<file path="config.mk">
export PLATFORM = sky130hd
export DESIGN_NAME = sm4_key_expansion_flat
export DESIGN_NICKNAME = d
export VERILOG_FILES = /design/src/rtl/sm4_key_expansion_if.sv /design/src/rtl/sm4_key_expansion.sv /design/src/flat_wrapper.sv
export SDC_FILE = /design/constraint.sdc
export NUM_CORES = 2
export LEC_CHECK = 0
export BUFFER_PORTS_ARGS = -buffer_cell sky130_fd_sc_hd__buf_4
export CORE_AREA = 2 2 264 462
export CTS_CLUSTER_SIZE = 25
export DETAILED_ROUTE_END_ITERATION = 8
export DIE_AREA = 0 0 266 464
export HOLD_SLACK_MARGIN = 0.08
export PLACE_DENSITY = 0.74
export SYNTH_ARGS = -nofsm -noshare
export SYNTH_HDL_FRONTEND = slang
export SYNTH_SLANG_ARGS = --single-unit
</file>
<file path="constraint.sdc">
create_clock -name clk_i -period 49.2 [get_ports clk_i]
set_input_delay 2.46 -clock clk_i [delete_from_list [all_inputs] [get_ports clk_i]]
set_output_delay 2.46 -clock clk_i [all_outputs]
set_load 0.05 [all_outputs]
</file>
<file path="src/rtl/sm4_key_expansion_if.sv">
// Master-key load and round-key read bus of the SM4 key schedule.
// The key schedule is the slave; the loader/round datapath is the master.
interface sm4_key_expansion_if #(
  parameter int word_width_p = 32,
  parameter int group_size_p = 128
);
  logic                    mkey_v_i;
  logic [group_size_p-1:0] mkey_i;
  logic                    ready_o;
  logic [4:0]              rkey_addr_i;
  logic [word_width_p-1:0] rkey_o;
  logic                    keys_valid_o;
  logic                    done_o;

  modport slave (
    input  mkey_v_i, mkey_i, rkey_addr_i,
    output ready_o, rkey_o, keys_valid_o, done_o
  );

  modport master (
    output mkey_v_i, mkey_i, rkey_addr_i,
    input  ready_o, rkey_o, keys_valid_o, done_o
  );
endinterface

</file>
<file path="src/rtl/sm4_key_expansion.sv">
// Iterative SM4 key schedule: one round key per cycle into a 32-entry
// register file with a combinational read port.

// SM4 byte substitution, purely combinational.
module sbox_memory (
  input  logic [7:0] i_addr,
  output logic [7:0] o_data
);
  localparam logic [0:255][7:0] c_sbox = {
    128'hD690E9FECCE13DB716B614C228FB2C05,
    128'h2B679A762ABE04C3AA44132649860699,
    128'h9C4250F491EF987A33540B43EDCFAC62,
    128'hE4B31CA9C908E89580DF94FA758F3FA6,
    128'h4707A7FCF37317BA83593C19E6854FA8,
    128'h686B81B27164DA8BF8EB0F4B70569D35,
    128'h1E240E5E6358D1A225227C3B01217887,
    128'hD40046579FD327524C3602E7A0C4C89E,
    128'hEABF8AD240C738B5A3F7F2CEF96115A1,
    128'hE0AE5DA49B341A55AD933230F58CB1E3,
    128'h1DF6E22E8266CA60C02923AB0D534E6F,
    128'hD5DB3745DEFD8E2F03FF6A726D6C5B51,
    128'h8D1BAF92BBDDBC7F11D95C411F105AD8,
    128'h0AC13188A5CD7BBD2D74D012B8E5B4B0,
    128'h8969974A0C96777E65B9F109C56EC684,
    128'h18F07DEC3ADC4D2079EE5F3ED7CB3948
  };

  assign o_data = c_sbox[i_addr];
endmodule

module sm4_key_expansion #(
  parameter int word_width_p = 32,
  parameter int group_size_p = 128,
  parameter int rounds_p     = 32
) (
  input logic                clk_i,
  input logic                reset_i,
  sm4_key_expansion_if.slave bus
);
  typedef enum logic [1:0] {
    ST_IDLE   = 2'd0,
    ST_EXPAND = 2'd1,
    ST_DONE   = 2'd2
  } state_t;

  localparam logic [127:0] c_fk = 128'hA3B1BAC6_56AA3350_677D9197_B27022DC;

  state_t                  r_state;
  state_t                  w_state_next;
  logic                    w_ready;
  logic                    w_accept;
  logic                    w_last;
  logic [4:0]              r_cnt;
  logic [7:0]              r_ck_base;
  logic                    r_done;
  logic [word_width_p-1:0] r_k  [4];
  logic [word_width_p-1:0] r_rk [rounds_p];
  logic [31:0]             w_ck;
  logic [31:0]             w_tmp;
  logic [31:0]             w_b;
  logic [31:0]             w_l;
  logic [31:0]             w_rk_new;

  // Next-state decode: accept a key whenever not expanding, finish on the last round.
  always_comb begin
    // NOTE: every output of this block is defaulted first so no path can infer a latch.
    w_state_next = r_state;
    w_ready      = 1'b1;
    w_accept     = 1'b0;
    w_last       = 1'b0;
    unique case (r_state)
      ST_IDLE, ST_DONE: begin
        if (bus.mkey_v_i) begin
          w_accept     = 1'b1;
          w_state_next = ST_EXPAND;
        end
      end
      ST_EXPAND: begin
        w_ready = 1'b0;
        if (r_cnt == 5'(rounds_p - 1)) begin
          w_last       = 1'b1;
          w_state_next = ST_DONE;
        end
      end
      default: w_state_next = ST_IDLE;
    endcase
  end

  // State register.
  always_ff @(posedge clk_i or posedge reset_i) begin
    // NOTE: state is updated with non-blocking assignments so every register samples pre-edge values.
    if (reset_i) r_state <= ST_IDLE;
    else         r_state <= w_state_next;
  end

  // Round function: CK bytes are base, base+7, base+14, base+21 (mod 256).
  assign w_ck  = {r_ck_base, r_ck_base + 8'd7, r_ck_base + 8'd14, r_ck_base + 8'd21};
  assign w_tmp = r_k[1] ^ r_k[2] ^ r_k[3] ^ w_ck;

  for (genvar g = 0; g < 4; g++) begin : g_sbox
    sbox_memory u_sbox (
      .i_addr (w_tmp[31-8*g -: 8]),
      .o_data (w_b[31-8*g -: 8])
    );
  end

  // Key-schedule linear transform L'(B) = B ^ (B<<<13) ^ (B<<<23).
  assign w_l      = w_b ^ {w_b[18:0], w_b[31:19]} ^ {w_b[8:0], w_b[31:9]};
  assign w_rk_new = r_k[0] ^ w_l;

  // Working key window, round counter, CK accumulator and completion pulse.
  always_ff @(posedge clk_i or posedge reset_i) begin
    if (reset_i) begin
      r_cnt     <= '0;
      r_ck_base <= '0;
      r_done    <= 1'b0;
      for (int j = 0; j < 4; j++) r_k[j] <= '0;
    end else begin
      r_done <= w_last;
      if (w_accept) begin
        for (int j = 0; j < 4; j++)
          r_k[j] <= bus.mkey_i[group_size_p-1-32*j -: 32] ^ c_fk[127-32*j -: 32];
        r_cnt     <= '0;
        r_ck_base <= '0;
      end else if (r_state == ST_EXPAND) begin
        r_k[0]    <= r_k[1];
        r_k[1]    <= r_k[2];
        r_k[2]    <= r_k[3];
        r_k[3]    <= w_rk_new;
        r_cnt     <= r_cnt + 5'd1;
        r_ck_base <= r_ck_base + 8'd28;
      end
    end
  end

  // Round-key register file, one entry written per expansion cycle.
  always_ff @(posedge clk_i or posedge reset_i) begin
    // NOTE: this storage is reset on purpose so a freshly reset block reads back all-zero keys.
    if (reset_i) begin
      for (int i = 0; i < rounds_p; i++) r_rk[i] <= '0;
    end else if (r_state == ST_EXPAND && !w_accept) begin
      r_rk[r_cnt] <= w_rk_new;
    end
  end

  assign bus.ready_o      = w_ready;
  assign bus.keys_valid_o = (r_state == ST_DONE);
  assign bus.done_o       = r_done;
  assign bus.rkey_o       = r_rk[bus.rkey_addr_i];
endmodule

</file>
<file path="src/flat_wrapper.sv">
// flat-port wrapper written by rule: the top's interface ports become plain ports
module sm4_key_expansion_flat 
#(
  parameter int word_width_p = 32,
  parameter int group_size_p = 128,
  parameter int rounds_p     = 32
)
  (clk_i, reset_i, bus_mkey_v_i, bus_mkey_i, bus_rkey_addr_i, bus_ready_o, bus_rkey_o, bus_keys_valid_o, bus_done_o);
  sm4_key_expansion_if #(.word_width_p(word_width_p), .group_size_p(group_size_p)) bus_i ();
  input logic clk_i;
  input logic reset_i;
  input wire logic [$bits(bus_i.mkey_v_i)-1:0] bus_mkey_v_i;
  input wire logic [$bits(bus_i.mkey_i)-1:0] bus_mkey_i;
  input wire logic [$bits(bus_i.rkey_addr_i)-1:0] bus_rkey_addr_i;
  output wire logic [$bits(bus_i.ready_o)-1:0] bus_ready_o;
  output wire logic [$bits(bus_i.rkey_o)-1:0] bus_rkey_o;
  output wire logic [$bits(bus_i.keys_valid_o)-1:0] bus_keys_valid_o;
  output wire logic [$bits(bus_i.done_o)-1:0] bus_done_o;
  assign bus_i.mkey_v_i = bus_mkey_v_i;
  assign bus_i.mkey_i = bus_mkey_i;
  assign bus_i.rkey_addr_i = bus_rkey_addr_i;
  assign bus_ready_o = bus_i.ready_o;
  assign bus_rkey_o = bus_i.rkey_o;
  assign bus_keys_valid_o = bus_i.keys_valid_o;
  assign bus_done_o = bus_i.done_o;
  sm4_key_expansion #(.word_width_p(word_width_p), .group_size_p(group_size_p), .rounds_p(rounds_p)) u_core (.clk_i(clk_i), .reset_i(reset_i), .bus(bus_i));
endmodule
</file>
==> impl_metrics.yaml <==
run_status:
  status: "complete, no violations"
global_route:
  grt_util_met1: 0.455
  grt_usage: 0.371
  grt_pass1_wl_um: 346000
  overflow: 0
  antenna_found_initial: 4
  gr-max-usage-layer: "met2"
  grt_max_degree: 136
  met2_usage: 0.598
  grt_pass1_vias: 55100
  met3_usage: 0.0625
critical_path:
  crit_buf_inv: 4
  setup.worst_path.start_class: "input port"
  end_kind: "output pin"
  cpPeakStageDelay_ps: 920
  reg2reg_slack_ps: 42410
  path_common_cell: "buf_4"
  criticalPathCategory: "in -> out"
  critPathTopFamily: "buffers and inverters"
  crit_chain: "buf_8 -> buf_4 -> buf_4 -> mux4_2 -> mux4_2 -> mux2_2 -> buf_4"
  critical_path_arrival_ps: 6390
  crit_fanout: 58
  required_ps: 46740
  critPathSlowestCell: "buf_4"
timing:
  tightest_slew_ps: 1240
  fin_setup_tns_ps: 0
  setup_viol: 0
  slew_violations: 0
  fmax_mhz: 113
  finalCritPeriodShare: 0.180
  rsz0062_at_grt: "false"
  fin_skew_ps: 21.5
  holdWs_ps: 475
  relSlewSlack: 0.169
  post-route-min-period_ps: 8850
  hold_violations: 0
drt:
  via_per_inst: 6.89
  dr.pass1.iters: 6
  drt-total-wl_um: 229000
  drtIter0Drc: 7653
  wl_per_cell_um: 28.4
  num_vias: 55500
  ant_nets: 0
  drc: 0
clock_tree:
  cts-resized-gates: 0
  clock_path_buffers: 3
  cts_made_buffers: 101
  cts_tree: "yes"
  clockRootBuffer: "clkbuf_16"
  postCtsHoldBufs: 0
  cts.sinks: 1166
  htree_num_levels: 3
  clkTransAtPathRegs_ps: 60
  clk_latency_ps: 750
  post_cts_buffers: 0
yosys:
  netlist_area_um2: 65400
  synthFlopType: "dfrtp_1"
  synth_top_area_share: 0.446
  synth-adder-area-share: 0.0103
  synth_area_per_cell_um2: 9.73
  ys_ff_latch: 1166
  yosys.area.top_type: "dfrtp_1"
  synth_simple_gate_area_frac: 0.129
  synth_compound_area_frac: 0.198
  yosysUniqueCellTypes: 104
  syn_nets: 6913
  synth_top_family_by_area: "compound AO/OA/AOI/OAI gates"
  synthArstFlopShare: 1.00
  synth_warnings: 0
  synthMuxAreaShare: 0.129
  synth_xor_area_frac: 0.0382
  synth_area_leaders: "dfrtp_1 45%, mux4_2 11%, nand2_1 7.9%, o21ai_0 6.0%, o21ai_1 3.0%"
  synth-edff-count: 0
  synth_cells: 6723
  synth_seq_area_share: 0.446
layout:
  drive_gt1_frac: 0.162
  final_nets: 6629
  synthToLayoutAreaGrowth_pct: 7.93
placement:
  numPortBuffers: 170
  place_congestion: 1.06
  dpl.hpwl_um: 138000
die:
  ioPinCount: 171
  dieArea_um2: 123000
  fp.dieH_um: 464
  num_rows: 168
  design.core.area_um2: 119000
  die_w_um: 266
  start_util: 0.548
flow_run:
  drv_cap: 0
worst_hold_path:
  holdCritPathClass: "reg -> reg"
synthesized netlist by cell type (19+ instances only):
cell type / instances
o22ai_1: 23
nand2_1: 1374
nor3_1: 104
o311ai_0: 44
a31oi_1: 56
nor3b_1: 19
a22oi_1: 67
mux4_2: 331
o221ai_1: 41
nor2_1: 322
nand3_1: 98
xnor2_1: 102
mux2_2: 64
inv_1: 37
a211oi_1: 66
a311oi_1: 41
o211ai_1: 48
o31ai_1: 32
ha_1: 54
and3_1: 21
o21ai_2: 31
a21oi_1: 186
buf_4: 32
a221o_1: 56
clkbuf_1: 413
xnor2_2: 47
buf_6: 25
xor2_1: 54
a221oi_1: 26
mux2i_1: 24
dfrtp_1: 1166
buf_2: 188
o21ai_0: 786
buf_1: 32
o21ai_1: 395
per-stage QoR:
| step | utilization | instances | worst slack [ps] | cell area [um2] |
|---|---|---|---|---|
| 2_1_floorplan | - | 6723 | 13900 | 65400 |
| 3_3_place_gp | 0.563 | 7866 | 39510 | 67200 |
| 3_5_place_dp | 0.563 | 7866 | 39320 | 67200 |
| 4_1_cts | 0.591 | 8053 | 40110 | 70600 |
| 5_1_grt | 0.591 | 8054 | 39200 | 70600 |
| 6_report | 0.591 | 8054 | 40350 | 70600 |
metal layers:
layer | up-vias | share of wire
met5 | - | 0.00015
met4 | 4 | 0.083
met3 | 994 | 0.083
met2 | 3384 | 0.48
met1 | 27300 | 0.36
li1 | 23800 | -
cells in the final DEF (no fill, tap or decap), types with 21 or more instances in the layout:
cell type / count
nand2_1: 1342
a31oi_1: 56
a21oi_1: 186
xnor2_1: 84
o21ai_0: 786
buf_4: 301
o21ai_2: 31
o311ai_0: 43
xor2_1: 46
mux2_2: 64
nor3_1: 104
o21ai_1: 395
a221oi_1: 26
clkbuf_8: 24
o211ai_1: 48
dfrtp_1: 1166
xnor2_2: 52
nand2_4: 32
a221o_1: 56
nand3_1: 98
clkinv_2: 22
ha_1: 54
inv_1: 36
o22ai_1: 23
a211oi_1: 66
a22oi_1: 67
mux4_2: 331
o31ai_1: 32
and3_1: 21
clkbuf_16: 102
clkbuf_1: 23
mux2i_1: 24
a311oi_1: 41
o221ai_1: 41
nor2_1: 320
flip-flops by register name, summed over array words and instances, names as in the netlist:
| signal | flops |
|---|---|
| u_core.r_ck_base | 6 |
| u_core.r_state | 2 |
| u_core.r_k | 128 |
| u_core.r_rk | 1024 |
| u_core.r_cnt | 5 |
| u_core.bus.done_o | 1 |
final timing paths:
check | start | to | cells past startpoint
worst max register to register | u_core.r_ck_base[3] | u_core.r_rk[941] | 14
max in group asynchronous | reset_i | u_core.r_rk[965] | 9
worst max-delay path | bus_rkey_addr_i[0] | bus_rkey_o[14] | 7
worst min-delay path | u_core.r_rk[290] | u_core.r_rk[290] | 2
worst min register to register | u_core.r_rk[290] | u_core.r_rk[290] | 2
min in group asynchronous | reset_i | u_core.r_k[24] | 2
worst reg2reg max path: stages, from the launching register on:
cell	delay [ps]
dfrtp_1	690
inv_1	180
ha_1	500
xnor2_2	480
xor2_4	170
buf_4	350
buf_4	450
nor2_1	260
o21ai_0	410
a21oi_1	120
o311ai_1	930
nand4_1	630
xor2_1	390
xnor2_4	830
o21ai_0	240
cell families (layout without fill, tap and decap cells):
kind of cell,Yosys count,after routing
AO/OA/AOI/OAI,2091,2091
XOR/XNOR,219,219
adder cells (fa/ha/maj),54,54
buffers and inverters,731,531
flip-flops,1166,1166
multiplexers,419,419
other,0,1
AND/OR/NAND/NOR,2043,2043
cell type report:
type | instances | area [um2]
inverter | 40 | 158
fill | 10000 | 48800
timing repair buffer | 304 | 2300
clock buffer | 149 | 2970
tap | 1530 | 1910
clock inverter | 38 | 434
sequential | 1166 | 29200
antenna | 1 | 2.50
multi-input combinational | 4826 | 33600
Power is not shown: default switching activity piles up to over one toggle a cycle in this logic, so the estimate is an artifact.
